## config.mk

```make
export PLATFORM = sky130hd
export DESIGN_NAME = alu_share_arb
export DESIGN_NICKNAME = d
export VERILOG_FILES = /design/src/rtl/alu_share_arb.sv
export SDC_FILE = /design/constraint.sdc
export NUM_CORES = 1
export LEC_CHECK = 0
export CORE_MARGIN = 4
export CORE_UTILIZATION = 34
export DETAILED_ROUTE_END_ITERATION = 8
export DONT_BUFFER_PORTS = 1
export RECOVER_POWER = 25
export SETUP_SLACK_MARGIN = 0.1
export SYNTH_ARGS = -nofsm -noshare
export SYNTH_HDL_FRONTEND = slang
export SYNTH_SLANG_ARGS = --single-unit
```

## constraint.sdc

```tcl
create_clock -name clk -period 3.7 [get_ports clk]
set_input_delay 0.74 -clock clk [delete_from_list [all_inputs] [get_ports clk]]
set_output_delay 0.74 -clock clk [all_outputs]
set_load 0.03 [all_outputs]
```

## src/rtl/alu_share_arb.sv

```systemverilog
// rtl/alu_share_arb.sv - two-requester arbiter/sequencer sharing one 32-bit ALU
//
// alu_share_alu : combinational 32-bit ALU (add, sub, and, or, xor, nor, slt)
//    op_i, a_i, b_i -> res_o
//
// alu_share_arb : grants one requester at a time, runs its op through the
// shared ALU and returns the registered result on that requester's channel.
//    FIXED_PRIO        0 = round-robin, 1 = requester 0 wins ties
//    clk, reset        rising-edge clock, synchronous active-high reset
//    reqN_valid/ready  operation handshake (ready is combinational)
//    reqN_op/a/b       op code and operands
//    rspN_valid/ready  result handshake
//    rspN_res/err      result, unsupported-op flag
//    busy              high while a transaction is in flight

module alu_share_alu (
   input  logic [3:0]  op_i,
   input  logic [31:0] a_i,
   input  logic [31:0] b_i,
   output logic [31:0] res_o
);
   always_comb begin
      res_o = 32'd0;
      case (op_i)
         4'b0000: res_o = a_i + b_i;
         4'b0010: res_o = a_i - b_i;
         4'b0100: res_o = a_i & b_i;
         4'b0101: res_o = a_i | b_i;
         4'b0110: res_o = a_i ^ b_i;
         4'b0111: res_o = ~(a_i | b_i);
         4'b1010: res_o = {31'd0, $signed(a_i) < $signed(b_i)};
         default: res_o = 32'd0;
      endcase
   end
endmodule

module alu_share_arb #(
   parameter int FIXED_PRIO = 0
) (
   input  logic        clk,
   input  logic        reset,
   input  logic        req0_valid,
   output logic        req0_ready,
   input  logic [3:0]  req0_op,
   input  logic [31:0] req0_a,
   input  logic [31:0] req0_b,
   output logic        rsp0_valid,
   input  logic        rsp0_ready,
   output logic [31:0] rsp0_res,
   output logic        rsp0_err,
   input  logic        req1_valid,
   output logic        req1_ready,
   input  logic [3:0]  req1_op,
   input  logic [31:0] req1_a,
   input  logic [31:0] req1_b,
   output logic        rsp1_valid,
   input  logic        rsp1_ready,
   output logic [31:0] rsp1_res,
   output logic        rsp1_err,
   output logic        busy
);
   typedef enum logic [1:0] {
      IDLE = 2'd0,
      EXEC = 2'd1,
      RESP = 2'd2
   } state_t;

   state_t      state_q;
   logic        ptr_q;
   logic        gnt_id_q;
   logic [3:0]  op_q;
   logic [31:0] a_q;
   logic [31:0] b_q;
   logic [31:0] res_q;
   logic        err_q;
   logic        rsp0_valid_q;
   logic        rsp1_valid_q;

   logic        gnt_sel;
   logic        gnt0;
   logic        gnt1;
   logic        op_ok;
   logic [3:0]  alu_op;
   logic [31:0] alu_res;

   // gnt_sel picks requester 1 when it is the only one asking, or when both
   // ask and the tie-break (pointer or fixed priority) favours it.
   always_comb begin
      gnt_sel = req1_valid;
      if (req0_valid && req1_valid) begin
         gnt_sel = (FIXED_PRIO != 0) ? 1'b0 : ptr_q;
      end
      gnt0 = (state_q == IDLE) && req0_valid && !gnt_sel;
      gnt1 = (state_q == IDLE) && req1_valid && gnt_sel;
   end

   // Unsupported codes are steered to a harmless add and the result is
   // forced to zero, so nothing undefined ever reaches the result register.
   always_comb begin
      case (op_q)
         4'b0000, 4'b0010, 4'b0100, 4'b0101,
         4'b0110, 4'b0111, 4'b1010: op_ok = 1'b1;
         default:                   op_ok = 1'b0;
      endcase
      alu_op = op_ok ? op_q : 4'b0000;
   end

   alu_share_alu u_alu (
      .op_i  (alu_op),
      .a_i   (a_q),
      .b_i   (b_q),
      .res_o (alu_res)
   );

   always_ff @(posedge clk) begin
      if (reset) begin
         state_q      <= IDLE;
         ptr_q        <= 1'b0;
         gnt_id_q     <= 1'b0;
         op_q         <= 4'd0;
         a_q          <= 32'd0;
         b_q          <= 32'd0;
         res_q        <= 32'd0;
         err_q        <= 1'b0;
         rsp0_valid_q <= 1'b0;
         rsp1_valid_q <= 1'b0;
      end else begin
         case (state_q)
            IDLE: begin
               if (gnt0 || gnt1) begin
                  gnt_id_q <= gnt1;
                  op_q     <= gnt1 ? req1_op : req0_op;
                  a_q      <= gnt1 ? req1_a  : req0_a;
                  b_q      <= gnt1 ? req1_b  : req0_b;
                  state_q  <= EXEC;
               end
            end
            EXEC: begin
               res_q        <= op_ok ? alu_res : 32'd0;
               err_q        <= !op_ok;
               rsp0_valid_q <= !gnt_id_q;
               rsp1_valid_q <= gnt_id_q;
               state_q      <= RESP;
            end
            RESP: begin
               if ((rsp0_valid_q && rsp0_ready) || (rsp1_valid_q && rsp1_ready)) begin
                  rsp0_valid_q <= 1'b0;
                  rsp1_valid_q <= 1'b0;
                  state_q      <= IDLE;
                  // Hand the next tie to whoever was not just served.
                  if (FIXED_PRIO == 0) begin
                     ptr_q <= !gnt_id_q;
                  end
               end
            end
            default: state_q <= IDLE;
         endcase
      end
   end

   assign req0_ready = gnt0;
   assign req1_ready = gnt1;
   assign rsp0_valid = rsp0_valid_q;
   assign rsp1_valid = rsp1_valid_q;
   assign rsp0_res   = res_q;
   assign rsp1_res   = res_q;
   assign rsp0_err   = err_q;
   assign rsp1_err   = err_q;
   assign busy       = (state_q != IDLE);
endmodule

```

Word-level counts from Yosys, hierarchy flattened
Index checks and enable logic that the tools add are counted.
{"block": "totals", "out_inout_bits": 71, "ff_bits": 107, "input_bits": 142, "word_cells": 69}
{"block": "op_classes", "mux": 14, "bitwise_logic": 4, "eq_ne": 16, "reduce_logical": 22, "addsub": 2, "n_lt_le_gt_ge": 1}
{"operator": "$pmux W32 S7", "count": 1}
{"operator": "$mux W32", "count": 3}
{"operator": "$add A32 B32 Y32", "count": 1}
{"operator": "$and A32 B32 Y32", "count": 1}
{"operator": "$eq A4 B3 Y1 const B", "count": 8}
{"operator": "$lt A32 B32 Y1", "count": 1}
{"operator": "$not A32 Y32", "count": 1}
{"operator": "$or A32 B32 Y32", "count": 1}
{"operator": "$sub A32 B32 Y32", "count": 1}
{"operator": "$xor A32 B32 Y32", "count": 1}
{"operator": "$eq A4 B2 Y1 const B", "count": 2}
{"operator": "$eq A4 B4 Y1 const B", "count": 2}
{"operator": "$logic_not A4 Y1", "count": 2}
{"operator": "$mux W4", "count": 2}
{"operator": "$reduce_and A2 Y1", "count": 4}
{"operator": "$logic_and A1 B1 Y1", "count": 7}
{"operator": "$reduce_or A7 Y1", "count": 1}
{"operator": "$pmux W2 S3", "count": 1}
{"operator": "$mux W2", "count": 2}
{"operator": "$pmux W1 S2", "count": 2}
{"operator": "$reduce_bool A2 Y1", "count": 2}
{"operator": "$logic_not A1 Y1", "count": 3}
{"operator": "$mux W1", "count": 3}
{"operator": "$eq A2 B1 Y1 const B", "count": 1}
{"operator": "other kinds (5)", "count": 6}

Longest topological paths before layout
Gate-level depths: netlist (run 1).
{"block": "logic_depth", "word_depth": 7, "mapped_depth": 12, "ltp_nobuf": 12}

Modules after synthesis
A second synthesis (run 1) with hierarchy kept.
{"block": "hier_totals", "hier_cells": 1373, "area_unflattened_um2": 10298.6}
{"module": "alu_share_alu", "area_per_inst_um2": 5557.8, "cells_per_inst": 829, "n_inst": 1, "seq_area_each_um2": 0.0}
{"module": "alu_share_arb", "area_per_inst_um2": 4740.8, "cells_per_inst": 544, "n_inst": 1, "seq_area_each_um2": 2142.1}

Worst setup path before layout (run 1)
Ideal clock, no wire load.
{"block": "synth_path", "kind": "reg2reg", "start": "reg a_q[5]", "end": "reg res_q[0] (netlist: rsp0_res[0])", "path_stages_with_launch": 12, "t_required_ps": 3580, "arrival_time_ps": 2791, "setup_time_ps": 120, "n_path_buf": 0, "setup_slack_ps": 789, "synth_period_minus_slack_ps": 2911, "cell_sequence": "dfxtp_1 > inv_1 > ha_1 > nor3b_1 > or4b_1 > o31a_1 > a21oi_2 > o311ai_1 > a211o_1 > a21oi_2 > nor2_1 > o31a_1"}
{"block": "synth_via", "elab_chain_len": 3}
{"item": "start: declaration", "line_no": "72", "text": "logic [31:0] a_q;"}
{"item": "start signal: assignment", "line_no": "133", "text": "a_q <= gnt1 ? req1_a : req0_a;"}
{"item": "$lt A32 B32 Y1", "line_no": "31", "text": "4'b1010: res_o = {31'd0, $signed(a_i) < $signed(b_i)};"}
{"item": "$pmux W32 S7", "line_no": "24", "text": "case (op_i)"}
{"item": "$mux W32", "line_no": "139", "text": "res_q <= op_ok ? alu_res : 32'd0;"}
{"item": "end signal: assignment", "line_no": "139"}
{"item": "end: declaration", "line_no": "74", "text": "logic [31:0] res_q;"}
No other way between the ends.
A chain may end at the register's enable or synchronous reset.

Final worst setup path (run 1)
{"block": "layout_path", "start": "reg a_q[8]", "end": "reg res_q[31] (netlist: rsp0_res[31])"}
{"block": "layout_via", "elab_chain_len": 3, "word_cells_on_any_way": 4, "classes_between": "add/sub (2); mux (2)"}
{"item": "$sub A32 B32 Y32 or $add A32 B32 Y32 (tied branches)", "line_no": "26, 25"}
{"item": "$pmux W32 S7 (*)", "line_no": "24"}
{"item": "$mux W32 (*)", "line_no": "139"}
Mark *: on every way between the ends. The rest lies on a longest branch, timed or not.

==> results of run 1 <==
metal layers:
layer | track usage [%] | share of wire [%]
met1 | 28.90 | 45
met2 | 35.54 | 46
met3 | 3.597 | 6.4
met4 | 6.522 | 3.0
met5 | 0 | 0
worst paths after layout:
check | cells past startpoint | to | slack (ns)
max | 11 | rsp0_res[31] | 0.26
min | 1 | op_q[1] | 0.43
max reg2reg | 11 | rsp0_res[31] | 0.26
min reg2reg | 2 | gnt_id_q | 0.48
power by group through the flow:
stage | registers, uW | logic, uW | clock network (uW)
global route | 1590 | 2860 | 1070
global placement | 1590 | 2560 | 0
detailed placement | 1590 | 2550 | 0
finish | 1570 | 2600 | 1000
CTS | 1570 | 2570 | 1020
floorplan | 1480 | 1950 | 0
registers in the layout (all words and copies together) (netlist names):
register / count
rsp1_valid: 1
b_q: 32
rsp0_res: 32
a_q: 32
gnt_id_q: 1
op_q: 4
rsp0_valid: 1
ptr_q: 1
state_q: 2
rsp0_err: 1
cell usage in the layout (no fill, tap or decap), types with 13 or more instances in the layout:
cell	synthesis	layout
dfxtp_1	107	106
ha_1	113	112
o221a_2	68	68
nand2b_1	17	17
nand3_1	19	18
nor3_1	20	20
nor4_1	16	16
a21o_1	21	20
buf_4	33	47
o21ai_0	59	57
a211oi_1	21	21
nor2_1	101	101
xnor2_1	35	35
nor2b_1	13	13
a21oi_1	161	160
a22oi_1	31	31
inv_1	100	100
o21bai_1	15	15
o211ai_1	14	14
nand2_1	55	55
what timing repair did:
| item | in CTS | in global routing |
|---|---|---|
| setup endpoints to repair | 0 | 4 |
| hold buffers | 0 | 0 |
| resized for setup | 0 | 5 |
through the flow:
stage                     power, uW  std cells  setup WS [ns]  hold WS [ns]  instance area (sq um)
after floorplan                3430       1289         0.7889        0.4497                  10010
after global placement         4143       1600         0.2744        0.4610                  10310
after detailed placement       4144       1600         0.1836        0.4678                  10310
after CTS                      5156       1616         0.1652        0.4140                  10600
after global routing           5516       1616        0.08997        0.4136                  10600
final                          5174       1616         0.2649        0.4287                  10600
final cells by class:
type / count / area (sq um)
Sequential cell: 107 / 2143
Inverter: 100 / 375.4
Timing Repair Buffer: 52 / 372.9
Clock buffer: 9 / 225.2
Multi-Input combinational cell: 957 / 6933
Fill cell: 3087 / 18260
Clock inverter: 7 / 65.06
Tap cell: 384 / 480.5
kinds of logic after synthesis:
logic type	share of synthesized area [%]
buffers and inverters	9.746
AND/OR/NAND/NOR	13.78
AO/OA/AOI/OAI	36.32
flip-flops	21.39
adder cells (fa/ha/maj)	14.52
multiplexers	0.9997
XOR/XNOR	3.236
==> run metrics, run 1 <==
register area share after synthesis 21.39%; Slowest-stage cell, CP ha_1; 1st-pass router iterations 6; Tcrit/Tclk final 92.84%; Yosys top cell by area dfxtp_1; Clk Latency, worst-skew pair 0.38 ns; Hold WC Path Type in2reg; Worst path top cell family by delay compound AO/OA/AOI/OAI gates; data required time of the worst path 4.00 ns; Slew Limit Fails 36; Async SR Flop Fraction 0%; HPWL after DPL 27250 um; fin nets 1484; top cells by count, synth 161 x a21oi_1, 113 x ha_1, 107 x dfxtp_1, 101 x nor2_1, 100 x inv_1; Initial Util 34.70%; io pins 213; maxcap violations 2; Bufs and invs on worst path 1; worst path cell trace inv_1 -> ha_1 -> nand2b_1 -> a221oi_1 -> or2_2 -> a211oi_1 -> a21oi_2 -> a311o_2 -> a2111oi_1 -> nor3b_1 -> a211oi_1; P_int 2753 uW; critical path class reg2reg; Worst slew margin -8.838%; remaining antenna violation count 0; Critical Path Sink Type flop; routed vias/inst 6.019; worst-case clock buffer depth 2; Max Clock Freq 291.1 MHz; final core utilization 36.72%; Synth area leaders dfxtp_1 21%, ha_1 14%, a21oi_1 8.0%; startpoint types flop; global-route wire length before repair 56480 um; Largest stage delay, worst path 0.53 ns; Post-synth EDFFs 0; Core ar. 0.02886 sq mm; largest net degree at the start of global routing 96; Worst Path Max Fanout 9; remaining global-route overflow 0; setup bufs post-CTS 0; combinational share of power 50.3%; Peak VDD IR 227.3 uV; initial antenna violation count 0; final setup vio count 0; failing checks capacitance limit, slew limit; fraction of layout cells with a size suffix above 1 12.74%; H-Tree Level Count 3; most used cell, CP a211oi_1; most common cell in the netlist a21oi_1; Synth cell types 73; # clock sinks 107; Synth Flop Type dfxtp_1; drc violations 0; RSZ-0062 raised after global routing true; Synthesized Nets 1546; Die H 179.6 um; GPL Wtd Cong 0.9500; HP Start reset; Setup TNS 0 ns; Total Wirelength 36400 um; Die Width 179.6 um; die area 0.03226 sq mm; sw power 2420 uW; mapped cell area 0.01001 sq mm; post-layout min period 3.435 ns; share of total power in sequential cells 30.3%; Reg-to-Reg Start a_q[8]; vias 9727; CTS tree done; Mapped Cells 1289; Slew @ Worst Pin 1.633 ns; static leakage 0.004176 uW; warnings from Yosys 0; Final Skew 0.01873 ns; CTS Root Cell clkbuf_16; drt initial violations 753; PortBufs 0; Num CTS Buffers 9; vias in the first global route 9692; Synth top area share 21.39%; Mean Syn Cell Area 7.768 sq um; total track usage 21.52%; status complete, but fails checks; Area growth, synth to finish 5.811%; Crit path arrival time 3.73 ns; register bit total from synthesis 107; Antenna Cells 0; pwr/cell area 488.3 mW/mm^2; crit path launch a_q[8]; clock-pin slew on the worst setup and hold paths 0.09 ns; clock share of power 19.4%; Avg WL per Cell 22.53 um; FP Rows 62; Sw Share 46.78%; Final Hold Vio Count 0
Power figures use the tool's default switching activity.
==> inputs of run 2 (changes only) <==
Clock period 3.7 ns to 3.2 ns, I/O delays scaled along.
==> run 2 against run 1 <==
  * The flow now finishes without violations
  * Sequential cell count unchanged
  * Critical path type unchanged
  * Core utilization increased by 3.3 points
  * Non-clock buffer count increased by 76
  * Largest cell class unchanged
==> run metrics, run 2 (same netlist as run 1, synthesis figures left out) <==
Total Wirelength 37510 um; PortBufs 0; worst path cell trace inv_1 -> ha_4 -> buf_6 -> buf_4 -> or2_2 -> o2111a_1 -> o31a_1 -> a21oi_2 -> o311ai_4 -> a211o_1 -> a21oi_2 -> nor2_1 -> o31a_1; Bufs and invs on worst path 3; fin nets 1560; Final Power 6502 uW; GR met1 Demand/Resource 28.12%; Slowest-stage cell, CP a211o_1; Reg-to-Reg Start a_q[3]; HP Start reset; CTS tree done; 1st-pass router iterations 5; Slew @ Worst Pin 1.465 ns; fraction of layout cells with a size suffix above 1 22.48%; Peak VDD IR 342.5 uV; vias 10080; Min Hold Slack 0.3202 ns; initial antenna violation count 0; Worst slew margin 2.308%; Clk Latency, worst-skew pair 0.39 ns; drt initial violations 809; Setup TNS 0 ns; startpoint types flop; Slew Limit Fails 0; worst r2r dst rsp0_res[0]; remaining antenna violation count 0; Max Clock Freq 330.3 MHz; CTS Root Cell clkbuf_16; reg2reg path depth 13; RSZ-0062 raised after global routing true; io pins 213; die area 0.03226 sq mm; commonest non-fill, non-tap cell in the layout a21oi_1; Die Width 179.6 um; Final Hold Vio Count 0; # clock sinks 107; clock-pin slew on the worst setup and hold paths 0.09 ns; worst-case clock buffer depth 2; post-layout min period 3.027 ns; cts hold-fix bufs 0; drc violations 0; reg2reg setup slack 0.17 ns; Crit path arrival time 3.31 ns; pwr/cell area 562.8 mW/mm^2; Largest stage delay, worst path 0.35 ns; Antenna Cells 0; Critical Path Sink Type flop; maxcap violations 0; Die H 179.6 um; grt peak-use layer met2; status completed; total track usage 21.95%; met2 usage in global routing 36.22%; most frequent cells in the layout 157 x a21oi_1, 122 x buf_4, 100 x nor2_1; Num CTS Buffers 9; GR Util met3 4.527%; H-Tree Level Count 3; vias in the first global route 10090; Area growth, synth to finish 15.37%; largest net degree at the start of global routing 96; FP Rows 62; data required time of the worst path 3.48 ns; hold endpoint ptr_q; critical path class reg2reg; Avg WL per Cell 22.17 um; routed vias/inst 5.954; final setup vio count 0; Worst Path Max Fanout 6; remaining global-route overflow 0; Initial Util 34.70%; Tcrit/Tclk final 94.60%; hold path depth 1; HPWL after DPL 28520 um; Final Skew 0.01611 ns; GPL Wtd Cong 0.9999; global-route wire length before repair 57680 um; Core ar. 0.02886 sq mm; static leakage 0.004596 uW; Worst path top cell family by delay compound AO/OA/AOI/OAI gates; Hold WC Path Type in2reg
==> run 2: changes by cell type in the layout (fill, tap and decap cells not counted), sizes merged <==
cell,delta
buf,+78
clkbuf,-2
==> run 2: power breakdown <==
group          internal [uW]  total, uW  leakage [uW]  switching [uW]
Combinational           1460       3490       0.00356            2030
Sequential              1500       1790      0.000888             298
Clock                    561       1210      0.000146             653
Total                   3520       6500       0.00460            2980
==> run 2: cell type report <==
class	instances	area [sq um]
Inverter	100	375.4
Timing Repair Buffer	128	969.7
Multi-Input combinational cell	957	7256
Sequential cell	107	2166
Clock inverter	7	80.08
Fill cell	2987	17310
Tap cell	384	480.5
Clock buffer	9	225.2
==> run 2: how the worst max path moves through the flow <==
stage | start | endpoint | slack [ns] | cells after the start
3_3_place_gp | a_q[3] | rsp0_res[29] | 0.06 | 13
4_1_cts | b_q[0] | rsp0_res[0] | 0.10 | 12
2_1_floorplan | a_q[5] | rsp0_res[0] | 0.29 | 11
6_report | a_q[3] | rsp0_res[0] | 0.17 | 13
3_5_place_dp | b_q[5] | rsp0_res[27] | -0.07 | 12
5_1_grt | b_q[0] | rsp0_res[30] | 0.06 | 12
==> run 2: per-stage QoR <==
| step | worst slack [ns] | instances | cell area (sq um) | util (%) |
|---|---|---|---|---|
| after floorplan | 0.2889 | 1289 | 10010 | - |
| after global placement | 0.06132 | 1667 | 10820 | 37.51 |
| after detailed placement | -0.07417 | 1667 | 10820 | 37.51 |
| after CTS | 0.1021 | 1684 | 11210 | 38.84 |
| after global routing | 0.06016 | 1692 | 11550 | 40.03 |
| final | 0.1728 | 1692 | 11550 | 40.03 |
==> run 2: worst reg2reg max path, delay by kind of cell, from the launching register on <==
family / cells / cell delay, ns
compound gates: 7 / 1.67
fa+ha+maj: 1 / 0.22
buf+inv: 3 / 0.36
flops: 1 / 0.32
simple gates: 2 / 0.34
==> run 2: per-layer routing <==
layer	routed length, um	vias to the layer above
li1	-	4752
met1	16190	4861
met2	17360	386
met3	2541	74
met4	1338	2
met5	69	-
==> run 2: timing repair <==
item                       in CTS  in global routing
setup endpoints to repair       7                 16
cloned                          0                  0
pin swaps                       9                 28
buffers inserted                1                  8
hold endpoints to repair        0                  0
gates resized for setup        17                 67
